## src/rtl/ps2_key_decoder_if.sv

```systemverilog
// PS/2 key decoder bus.
// Groups the raw PS/2 device lines with the decoded key event outputs.
//   master : the decoder. It receives ps2_clk/ps2_data and drives the key outputs.
//   slave  : the consumer side. It drives the PS/2 lines and receives the key outputs.
interface ps2_key_decoder_if;
  logic       ps2_clk;
  logic       ps2_data;
  logic [7:0] scan_code;
  logic [7:0] asc_num;
  logic       key_released;
  logic       key_ext;
  logic       key_valid;
  logic       frame_err;

  modport master (
    input  ps2_clk, ps2_data,
    output scan_code, asc_num, key_released, key_ext, key_valid, frame_err
  );

  modport slave (
    output ps2_clk, ps2_data,
    input  scan_code, asc_num, key_released, key_ext, key_valid, frame_err
  );
endinterface

```

## src/rtl/ps2_key_decoder.sv

```systemverilog
// PS/2 keyboard decoder: deframes 11-bit PS/2 frames and interprets the E0/F0 prefixes.
// It reports the last make code together with its ASCII value.
// Optional macro PS2_SHIFT_EN: tracks the left/right shift keys (12/59) and maps make
// codes to their shifted characters while shift is held.
// Ports:
//   clk  : system clock
//   clrn : asynchronous active-low reset
//   bus  : ps2_key_decoder_if.master
//          inputs : ps2_clk, ps2_data (raw and asynchronous)
//          outputs: scan_code, asc_num, key_released, key_ext,
//                   key_valid (one-cycle pulse), frame_err (one-cycle pulse)
module ps2_key_decoder #(
  parameter int unsigned TIMEOUT_CYCLES = 50000
) (
  input logic              clk,
  input logic              clrn,
  ps2_key_decoder_if.master bus
);

  localparam int unsigned TW = (TIMEOUT_CYCLES > 1) ? $clog2(TIMEOUT_CYCLES) : 1;
  localparam logic [TW-1:0] TmoLast = TW'(TIMEOUT_CYCLES - 1);

  typedef enum logic [1:0] {StIdle, StBreak, StExt, StExtBreak} state_e;

  // Lowercase / unshifted set-2 lookup.
  function automatic logic [7:0] lookup_lower(input logic [7:0] code);
    logic [7:0] a;
    unique case (code)
      8'h1C: a = 8'h61;  8'h32: a = 8'h62;  8'h21: a = 8'h63;  8'h23: a = 8'h64;
      8'h24: a = 8'h65;  8'h2B: a = 8'h66;  8'h34: a = 8'h67;  8'h33: a = 8'h68;
      8'h43: a = 8'h69;  8'h3B: a = 8'h6A;  8'h42: a = 8'h6B;  8'h4B: a = 8'h6C;
      8'h3A: a = 8'h6D;  8'h31: a = 8'h6E;  8'h44: a = 8'h6F;  8'h4D: a = 8'h70;
      8'h15: a = 8'h71;  8'h2D: a = 8'h72;  8'h1B: a = 8'h73;  8'h2C: a = 8'h74;
      8'h3C: a = 8'h75;  8'h2A: a = 8'h76;  8'h1D: a = 8'h77;  8'h22: a = 8'h78;
      8'h35: a = 8'h79;  8'h1A: a = 8'h7A;
      8'h45: a = 8'h30;  8'h16: a = 8'h31;  8'h1E: a = 8'h32;  8'h26: a = 8'h33;
      8'h25: a = 8'h34;  8'h2E: a = 8'h35;  8'h36: a = 8'h36;  8'h3D: a = 8'h37;
      8'h3E: a = 8'h38;  8'h46: a = 8'h39;
      8'h29: a = 8'h20;  8'h5A: a = 8'h0D;  8'h66: a = 8'h08;
      default: a = 8'h00;
    endcase
    return a;
  endfunction

`ifdef PS2_SHIFT_EN
  // Shifted lookup: uppercase letters and US-layout digit symbols.
  function automatic logic [7:0] lookup_shift(input logic [7:0] code);
    logic [7:0] l;
    logic [7:0] a;
    l = lookup_lower(code);
    unique case (code)
      8'h45: a = 8'h29;  8'h16: a = 8'h21;  8'h1E: a = 8'h40;  8'h26: a = 8'h23;
      8'h25: a = 8'h24;  8'h2E: a = 8'h25;  8'h36: a = 8'h5E;  8'h3D: a = 8'h26;
      8'h3E: a = 8'h2A;  8'h46: a = 8'h28;
      default: a = (l >= 8'h61 && l <= 8'h7A) ? (l - 8'h20) : l;
    endcase
    return a;
  endfunction
`endif

  // Two-flop synchronisers plus an edge-detect history flop.
  logic [1:0] clk_sync, data_sync;
  logic       clk_prev;
  logic       fall, data_bit;

  always_ff @(posedge clk or negedge clrn) begin
    if (!clrn) begin
      clk_sync  <= 2'b11;
      data_sync <= 2'b11;
      clk_prev  <= 1'b1;
    end else begin
      clk_sync  <= {clk_sync[0], bus.ps2_clk};
      data_sync <= {data_sync[0], bus.ps2_data};
      clk_prev  <= clk_sync[1];
    end
  end

  assign fall     = clk_prev & ~clk_sync[1];
  assign data_bit = data_sync[1];

  // Deframer.
  logic [3:0]    bit_cnt, bit_idx;
  logic [9:0]    shreg;
  logic [TW-1:0] tmo_cnt;
  logic          timeout, frame_good;
  logic          byte_ok, frame_err_q;
  logic [7:0]    rx_byte;

  assign timeout = (bit_cnt != 4'd0) && (tmo_cnt == TmoLast);
  // A falling edge that coincides with a timeout starts a new frame at bit0.
  assign bit_idx = timeout ? 4'd0 : bit_cnt;
  // The incoming bit is the stop bit. Data plus parity must have odd parity.
  assign frame_good = ~shreg[0] & data_bit & (^shreg[9:1]);

  always_ff @(posedge clk or negedge clrn) begin
    if (!clrn) begin
      bit_cnt     <= 4'd0;
      shreg       <= '0;
      tmo_cnt     <= '0;
      byte_ok     <= 1'b0;
      frame_err_q <= 1'b0;
      rx_byte     <= 8'h00;
    end else begin
      byte_ok     <= 1'b0;
      frame_err_q <= 1'b0;
      if (fall) begin
        tmo_cnt <= '0;
        if (bit_idx == 4'd10) begin
          bit_cnt     <= 4'd0;
          byte_ok     <= frame_good;
          frame_err_q <= ~frame_good;
          rx_byte     <= shreg[8:1];
        end else begin
          shreg[bit_idx] <= data_bit;
          bit_cnt        <= bit_idx + 4'd1;
        end
      end else if (timeout) begin
        bit_cnt <= 4'd0;
        tmo_cnt <= '0;
      end else if (bit_cnt != 4'd0) begin
        tmo_cnt <= tmo_cnt + TW'(1);
      end else begin
        tmo_cnt <= '0;
      end
    end
  end

  // Protocol FSM with registered outputs.
  state_e     state;
  logic [7:0] scan_q, asc_q, make_asc;
  logic       released_q, ext_q, valid_q;
  logic       is_shift;

  assign is_shift = (rx_byte == 8'h12) || (rx_byte == 8'h59);

`ifdef PS2_SHIFT_EN
  logic shift_held;
  assign make_asc = shift_held ? lookup_shift(rx_byte) : lookup_lower(rx_byte);
`else
  assign make_asc = lookup_lower(rx_byte);
`endif

  always_ff @(posedge clk or negedge clrn) begin
    if (!clrn) begin
      state      <= StIdle;
      scan_q     <= 8'h00;
      asc_q      <= 8'h00;
      released_q <= 1'b1;
      ext_q      <= 1'b0;
      valid_q    <= 1'b0;
`ifdef PS2_SHIFT_EN
      shift_held <= 1'b0;
`endif
    end else begin
      valid_q <= 1'b0;
      if (frame_err_q) begin
        state <= StIdle;
      end else if (byte_ok) begin
        unique case (state)
          StIdle: begin
            if (rx_byte == 8'hF0) begin
              state <= StBreak;
            end else if (rx_byte == 8'hE0) begin
              state <= StExt;
            end else begin
              scan_q     <= rx_byte;
              asc_q      <= make_asc;
              ext_q      <= 1'b0;
              released_q <= 1'b0;
              valid_q    <= 1'b1;
`ifdef PS2_SHIFT_EN
              if (is_shift) shift_held <= 1'b1;
`endif
            end
          end
          StBreak: begin
            released_q <= 1'b1;
            state      <= StIdle;
`ifdef PS2_SHIFT_EN
            if (is_shift) shift_held <= 1'b0;
`endif
          end
          StExt: begin
            if (rx_byte == 8'hF0) begin
              state <= StExtBreak;
            end else begin
              scan_q     <= rx_byte;
              asc_q      <= 8'h00;
              ext_q      <= 1'b1;
              released_q <= 1'b0;
              valid_q    <= 1'b1;
              state      <= StIdle;
            end
          end
          StExtBreak: begin
            released_q <= 1'b1;
            state      <= StIdle;
          end
          default: state <= StIdle;
        endcase
      end
    end
  end

`ifndef PS2_SHIFT_EN
  logic unused_shift;
  assign unused_shift = is_shift;
`endif

  assign bus.scan_code    = scan_q;
  assign bus.asc_num      = asc_q;
  assign bus.key_released = released_q;
  assign bus.key_ext      = ext_q;
  assign bus.key_valid    = valid_q;
  assign bus.frame_err    = frame_err_q;

endmodule

```

## src/flat_wrapper.sv

```systemverilog
// flat-port wrapper written by rule: the top's interface ports become plain ports
module ps2_key_decoder_flat 
#(
  parameter int unsigned TIMEOUT_CYCLES = 50000
)
  (clk, clrn, bus_ps2_clk, bus_ps2_data, bus_scan_code, bus_asc_num, bus_key_released, bus_key_ext, bus_key_valid, bus_frame_err);
  ps2_key_decoder_if bus_i ();
  input logic clk;
  input logic clrn;
  input wire logic [$bits(bus_i.ps2_clk)-1:0] bus_ps2_clk;
  input wire logic [$bits(bus_i.ps2_data)-1:0] bus_ps2_data;
  output wire logic [$bits(bus_i.scan_code)-1:0] bus_scan_code;
  output wire logic [$bits(bus_i.asc_num)-1:0] bus_asc_num;
  output wire logic [$bits(bus_i.key_released)-1:0] bus_key_released;
  output wire logic [$bits(bus_i.key_ext)-1:0] bus_key_ext;
  output wire logic [$bits(bus_i.key_valid)-1:0] bus_key_valid;
  output wire logic [$bits(bus_i.frame_err)-1:0] bus_frame_err;
  assign bus_i.ps2_clk = bus_ps2_clk;
  assign bus_i.ps2_data = bus_ps2_data;
  assign bus_scan_code = bus_i.scan_code;
  assign bus_asc_num = bus_i.asc_num;
  assign bus_key_released = bus_i.key_released;
  assign bus_key_ext = bus_i.key_ext;
  assign bus_key_valid = bus_i.key_valid;
  assign bus_frame_err = bus_i.frame_err;
  ps2_key_decoder #(.TIMEOUT_CYCLES(TIMEOUT_CYCLES)) u_core (.clk(clk), .clrn(clrn), .bus(bus_i));
endmodule
```

## config.mk

```make
export PLATFORM = sky130hd
export DESIGN_NAME = ps2_key_decoder_flat
export DESIGN_NICKNAME = d
export VERILOG_FILES = /design/src/rtl/ps2_key_decoder_if.sv /design/src/rtl/ps2_key_decoder.sv /design/src/flat_wrapper.sv
export SDC_FILE = /design/constraint.sdc
export NUM_CORES = 1
export LEC_CHECK = 0
export BUFFER_PORTS_ARGS = -buffer_cell sky130_fd_sc_hd__buf_2
export CORE_UTILIZATION = 25
export DETAILED_ROUTE_END_ITERATION = 10
export PLACE_DENSITY = 0.39
export SLEW_MARGIN = 5
export SYNTH_ARGS = -nofsm -noshare
export SYNTH_HDL_FRONTEND = slang
export SYNTH_SLANG_ARGS = --single-unit
```

## constraint.sdc

```tcl
create_clock -name clk -period 3.35 [get_ports clk]
set_input_delay 0.1675 -clock clk [delete_from_list [all_inputs] [get_ports clk]]
set_output_delay 0.1675 -clock clk [all_outputs]
set_load 0.02 [all_outputs]
```

# == Word level (Yosys, flattened, before mapping) ==
# Memory sizes are Yosys's and may differ from the RTL's.
# Cells that the tools add are included.
# classes
n_addsub,2
order_cmp,2
eq_ne,11
muxes,40
n_bitwise,8
reduce_logical,13
# op_table
operator,n
$mux 8,7
$mux 16,3
$pmux 8 s2,2
$add 16x1->16 const B,1
$eq 16x16->1 const B,1
$eq 8x8->1 const B,2
$mux 1,14
$mux 4,3
$bwmux 10,1
$mux 2,5
$reduce_xor 9->1,1
$ne 2x2->1 const B,3
$pmux 2 s3,1
$reduce_and 2->1,3
$reduce_and 6->1,1
$lt 4x5->1 const B,1
$not 1->1,5
$reduce_and 5->1,1
$add 4x1->4 const B,1
$demux 1 s4,1
$eq 2x2->1 const B,2
$eq 4x4->1 const B,1
$ge 4x1->1 const B,1
$ne 4x1->1 const B,1
other kinds (9),14
# word_totals
ff_bits,66
rom_bits,896
inputBits,4
out_inout_bits,20
word_cells,92
memories,1
# mem_list
memory,depth,width,read_ports,rd_ports_with_merged_regs,write_ports,line_no,text
(no name shown),128,7,1,0,0,ps2_key_decoder.sv:28,unique case (code)

# == Logic depth before layout (Yosys ltp) ==
# logic_depth
word_depth,8
depth_mapped,8
depth_no_buf,7

# == Worst setup path before layout ==
# Ideal clock, no wire load.
# synth_path
path_type,flip-flop to flip-flop
startpoint,register u_core.rx_byte[1]
endpoint,"register u_core.scan_q[5], in the netlist u_core.bus.scan_code[5]"
setup_time_ns,0.125
arrival_ns,1.837
required_time_ns,3.225
path_slack_ns,1.389
stages_incl_launch_ff,8
path_buffers,1
period_less_slack_ns,1.961
cell_sequence,dfrtp_1 inv_1 ha_1 nand4b_1 or2_4 o211ai_4 buf_6 mux2_2
# synth_via
elab_chain_len,3
elab_cells_between_ends,6
classes_between,eq/ne: 5; reduce/logical: 1
# synth_lines
element,line_no,text
from (decl),ps2_key_decoder.sv:87,logic [7:0] rx_byte;
from (signal assigned),ps2_key_decoder.sv:112,rx_byte <= shreg[8:1];
$eq 8x8->1 (on tied branches),"ps2_key_decoder.sv:161, ps2_key_decoder.sv:184, ps2_key_decoder.sv:163",
$ne 2x2->1 (no line),-,
$reduce_and 6->1 (no line) *,-,
to (signal assigned),ps2_key_decoder.sv:166,scan_q <= rx_byte;
to (signal assigned),ps2_key_decoder.sv:187,scan_q <= rx_byte;
to (decl),ps2_key_decoder.sv:130,"logic [7:0] scan_q, asc_q, make_asc;"
# Mark *: on every way between the ends. The rest lies on a longest branch, timed or not.
# A chain may end at the register's enable or synchronous reset.

# == Worst setup path in the final report ==
# Same ends and word-level chain as after synthesis.

==> results by group <==
Status
  – Outcome: completed

Routing
  – Detailed-router iteration count before antenna repair: 4
  – Wirelength per Cell: approximately 15 um
  – Via count: between 2000 and 3000
  – DRC Markers: 0
  – Initial DRC count: between 100 and 150
  – Routed Antenna Nets: 0
  – Vias per Instance: roughly 4.8
  – WL final: roughly 8400 um

Critical path
  – Reg2Reg Depth: 6
  – Flop2flop setup slack: between 0.9 and 1 ns
  – CP max FO: 22
  – R2r startpoint: u_core.rx_byte[1]
  – RR Endpoint: u_core.bus.scan_code[5]
  – CP Capture Type: flop
  – Setup CP Type: reg2reg
  – CP startpoint kind: flop
  – Critical path arrival: around 2.6 ns
  – Critical Path RT: 3.57 ns

Worst hold path
  – Hold Crit Depth: 0
  – Min-Delay Path Class: reg2reg
  – Hold path start: u_core.data_sync[0]
  – Hold endpoint: u_core.data_sync[1]

STA
  – Final setup violation count: 0
  – Fin crit period: approximately 2.4 ns
  – Post-Route Setup TNS: 0 ns
  – Fin. Hold Viols: 0
  – Max Slew Vio Count: 0
  – Setup WS post-layout: about 1 ns
  – Crit share post-route: a little under three quarters
  – Unrepaired setup endpoints after global routing: no
  – Fmax achieved: between 0.4 and 0.5 GHz
  – Slew headroom: a little over two fifths
  – Hold_ws: about 0.36 ns
  – Clock Skew: between 0.008 and 0.009 ns
  – Worst slew pin tran: between 0.8 and 0.9 ns

Finish
  – Most common cell after layout, fill and taps aside: dfrtp_1
  – Commonest cells after routing, fill and taps aside: dfrtp_1 (59), nand2_1 (35), nor2_1 (30)
  – Area growth syn-to-layout: 15.8%
  – Diode count: 0
  – Final #Nets: around 400
  – Share of layout cells above drive strength 1: between 20 and 25%
  – Final Non-Filler Cells: 568

Global routing
  – Total Routing Usage GR: about an eighth
  – Initial antenna violation count: 0
  – Pin count of the biggest net entering global routing: 36
  – Vias in the first global route: between 2000 and 3000
  – Grt ovf: 0
  – First-pass GRT wire length: ~14000 um

Power and ir drop
  – Clock power frac: between 20% and 30%
  – Reg power frac: approximately 38%
  – Leak Pwr: ~1.8 nW
  – Sw frac: a little over a third
  – Pwr Density: around 700 mW/mm2
  – Net Switching: 1.09 mW
  – Peak supply drop: between 0.0004 and 0.0005 V
  – P_int: around 1.9 mW
  – Combinational power share: about 32%

Synth
  – Synth Instances: between 300 and 400
  – Net count after synthesis: 376
  – Yosys warns: 0
  – Sequential area share after synthesis: about 45%
  – Yosys cell types: 57
  – Cell area after synthesis: between 0.003 and 0.004 mm2
  – Syn Area/Cell: 9.92 um2
  – Yosys reg bits: 65
  – Top_reg_cell synth: dfrtp_1
  – FFs w/ async S/R, synth: 100%
  – EDFF count, synth: 0

Floorplanning
  – Core area: approximately 0.014 mm2
  – Die Span Y: approximately 120 um
  – # rows: 43
  – Die Wd: 122 um
  – DIE AREA: about 0.015 mm2
  – I/O pins: 24
  – Initial core utilization: 25.8%

Clock network
  – H-tree depth: 3
  – Postcts setup bufs: 0
  – Total clock buffers created by CTS: 9
  – CTS Buffer Depth: 2
  – Clk root buf: clkbuf_16
  – CTS tree: yes
  – Clock transition at path regs: about 0.06 ns
  – Sink Count: 65
  – Clk_lat worst skew: roughly 0.34 ns

Run
  – Max Cap Viol: 0

Placed design
  – DP Worst Slack: 0.981 ns
  – DP Wirelength: 5720 um
  – IO buf count: 22
  – DP Cell Count: about 550
  – GP Congestion: ~0.81
metal layers:
layer  share of wire (%)  global-route usage, %  up-vias
met5                   0                      0        -
met4                 1.3                   5.18        0
met3                 4.9                   4.26        9
met2                  46                   19.5       59
met1                  47                   16.5     1301
li1                    -                      -     1333
critical path, cell delays in order, from the launching register on:
cell,delay [ns]
dfrtp_1,0.48
inv_1,0.20
ha_1,0.23
nand4b_1,0.13
or2_4,0.27
o211ai_4,0.52
mux2_2,0.40
how the worst max path moves through the flow:
| stage | startpoint | endpoint | slack, ns | cells after the start |
|---|---|---|---|---|
| after floorplan | u_core.rx_byte[1] | u_core.bus.scan_code[5] | 1.39 | 7 |
| after global placement | u_core.rx_byte[1] | u_core.bus.scan_code[5] | 1.00 | 6 |
| after detailed placement | u_core.rx_byte[1] | u_core.bus.scan_code[5] | 0.98 | 6 |
| after CTS | u_core.rx_byte[1] | u_core.bus.scan_code[5] | 0.96 | 6 |
| after global routing | u_core.rx_byte[1] | u_core.bus.key_ext | 0.77 | 6 |
| final | u_core.rx_byte[1] | u_core.bus.scan_code[5] | 0.97 | 6 |
timing repair:
action | in CTS | in global routing
hold endpoints to repair | 32 | 0
hold buffers | 3 | 0
resized for setup | 0 | 0
setup endpoints to repair | 0 | 0
kinds of logic (layout without fill, tap and decap cells):
group | count (synthesis) | after routing | synth area share, %
compound gates | 70 | 70 | 13.4
xor+xnor | 24 | 24 | 5.82
fa+ha+maj | 8 | 8 | 2.77
buf+inv | 31 | 55 | 4.06
flops | 65 | 65 | 45.3
mux | 25 | 25 | 7.76
other cells | 1 | 1 | 0.104
simple gates | 140 | 140 | 20.8
power groups by stage:
stage / clock network [mW] / logic [mW] / registers (mW)
2_1_floorplan: 0 / 0.817 / 1.06
3_3_place_gp: 0 / 0.969 / 1.15
3_5_place_dp: 0 / 0.964 / 1.15
4_1_cts: 0.928 / 0.972 / 1.13
5_1_grt: 0.959 / 1.08 / 1.17
6_report: 0.889 / 0.964 / 1.13
per-stage QoR:
stage	area (um2)	utilization [%]	power (mW)
global route	4180	29.9	3.20
global placement	3870	27.6	2.11
detailed placement	3870	27.6	2.11
finish	4180	29.9	2.99
floorplan	3610	-	1.87
CTS	4180	29.9	3.03
state kept, by name (all words and copies together), names as in the netlist:
name / cells
u_core.tmo_cnt: 16
u_core.shreg: 10
u_core.bus.scan_code: 8
u_core.rx_byte: 8
u_core.bus.asc_num: 7
u_core.bit_cnt: 4
u_core.clk_sync: 2
u_core.data_sync: 2
u_core.state: 2
u_core.bus.frame_err: 1
u_core.bus.key_ext: 1
u_core.bus.key_released: 1
u_core.bus.key_valid: 1
u_core.byte_ok: 1
u_core.clk_prev: 1
cell usage after synthesis (2+ instances only):
cell	instances	area [um2]
dfrtp_1	59	1480
nand2_1	35	131
nor2_1	30	113
mux2_2	24	270
a21oi_1	19	95.1
nand3_1	18	90.1
o21ai_0	18	90.1
xnor2_1	14	123
clkbuf_1	11	41.3
nor2b_1	11	68.8
inv_1	10	37.5
nand2b_1	10	62.6
xor2_1	10	87.6
nand4_1	9	56.3
ha_1	8	100
and3_1	6	37.5
buf_2	6	30.0
dfstp_2	6	158
nor3_1	6	30.0
a22oi_1	3	22.5
nand3b_1	3	22.5
o211ai_1	3	22.5
a211oi_1	2	15.0
a21o_1	2	15.0
a31o_2	2	17.5
buf_4	2	15.0
buf_6	2	22.5
o2111ai_1	2	17.5
o21a_1	2	15.0
o221ai_1	2	17.5
o22ai_1	2	12.5
or3_4	2	22.5
cell type report:
cell class,instances,area [um2]
clock inverter,5,30.0
clock buffer,11,253
inverter,10,37.5
tap,180,225
sequential,65,1630
multi-input combinational,268,1830
timing repair buffer,29,170
fill,1479,9810
(Power assumes the default switching activity.)
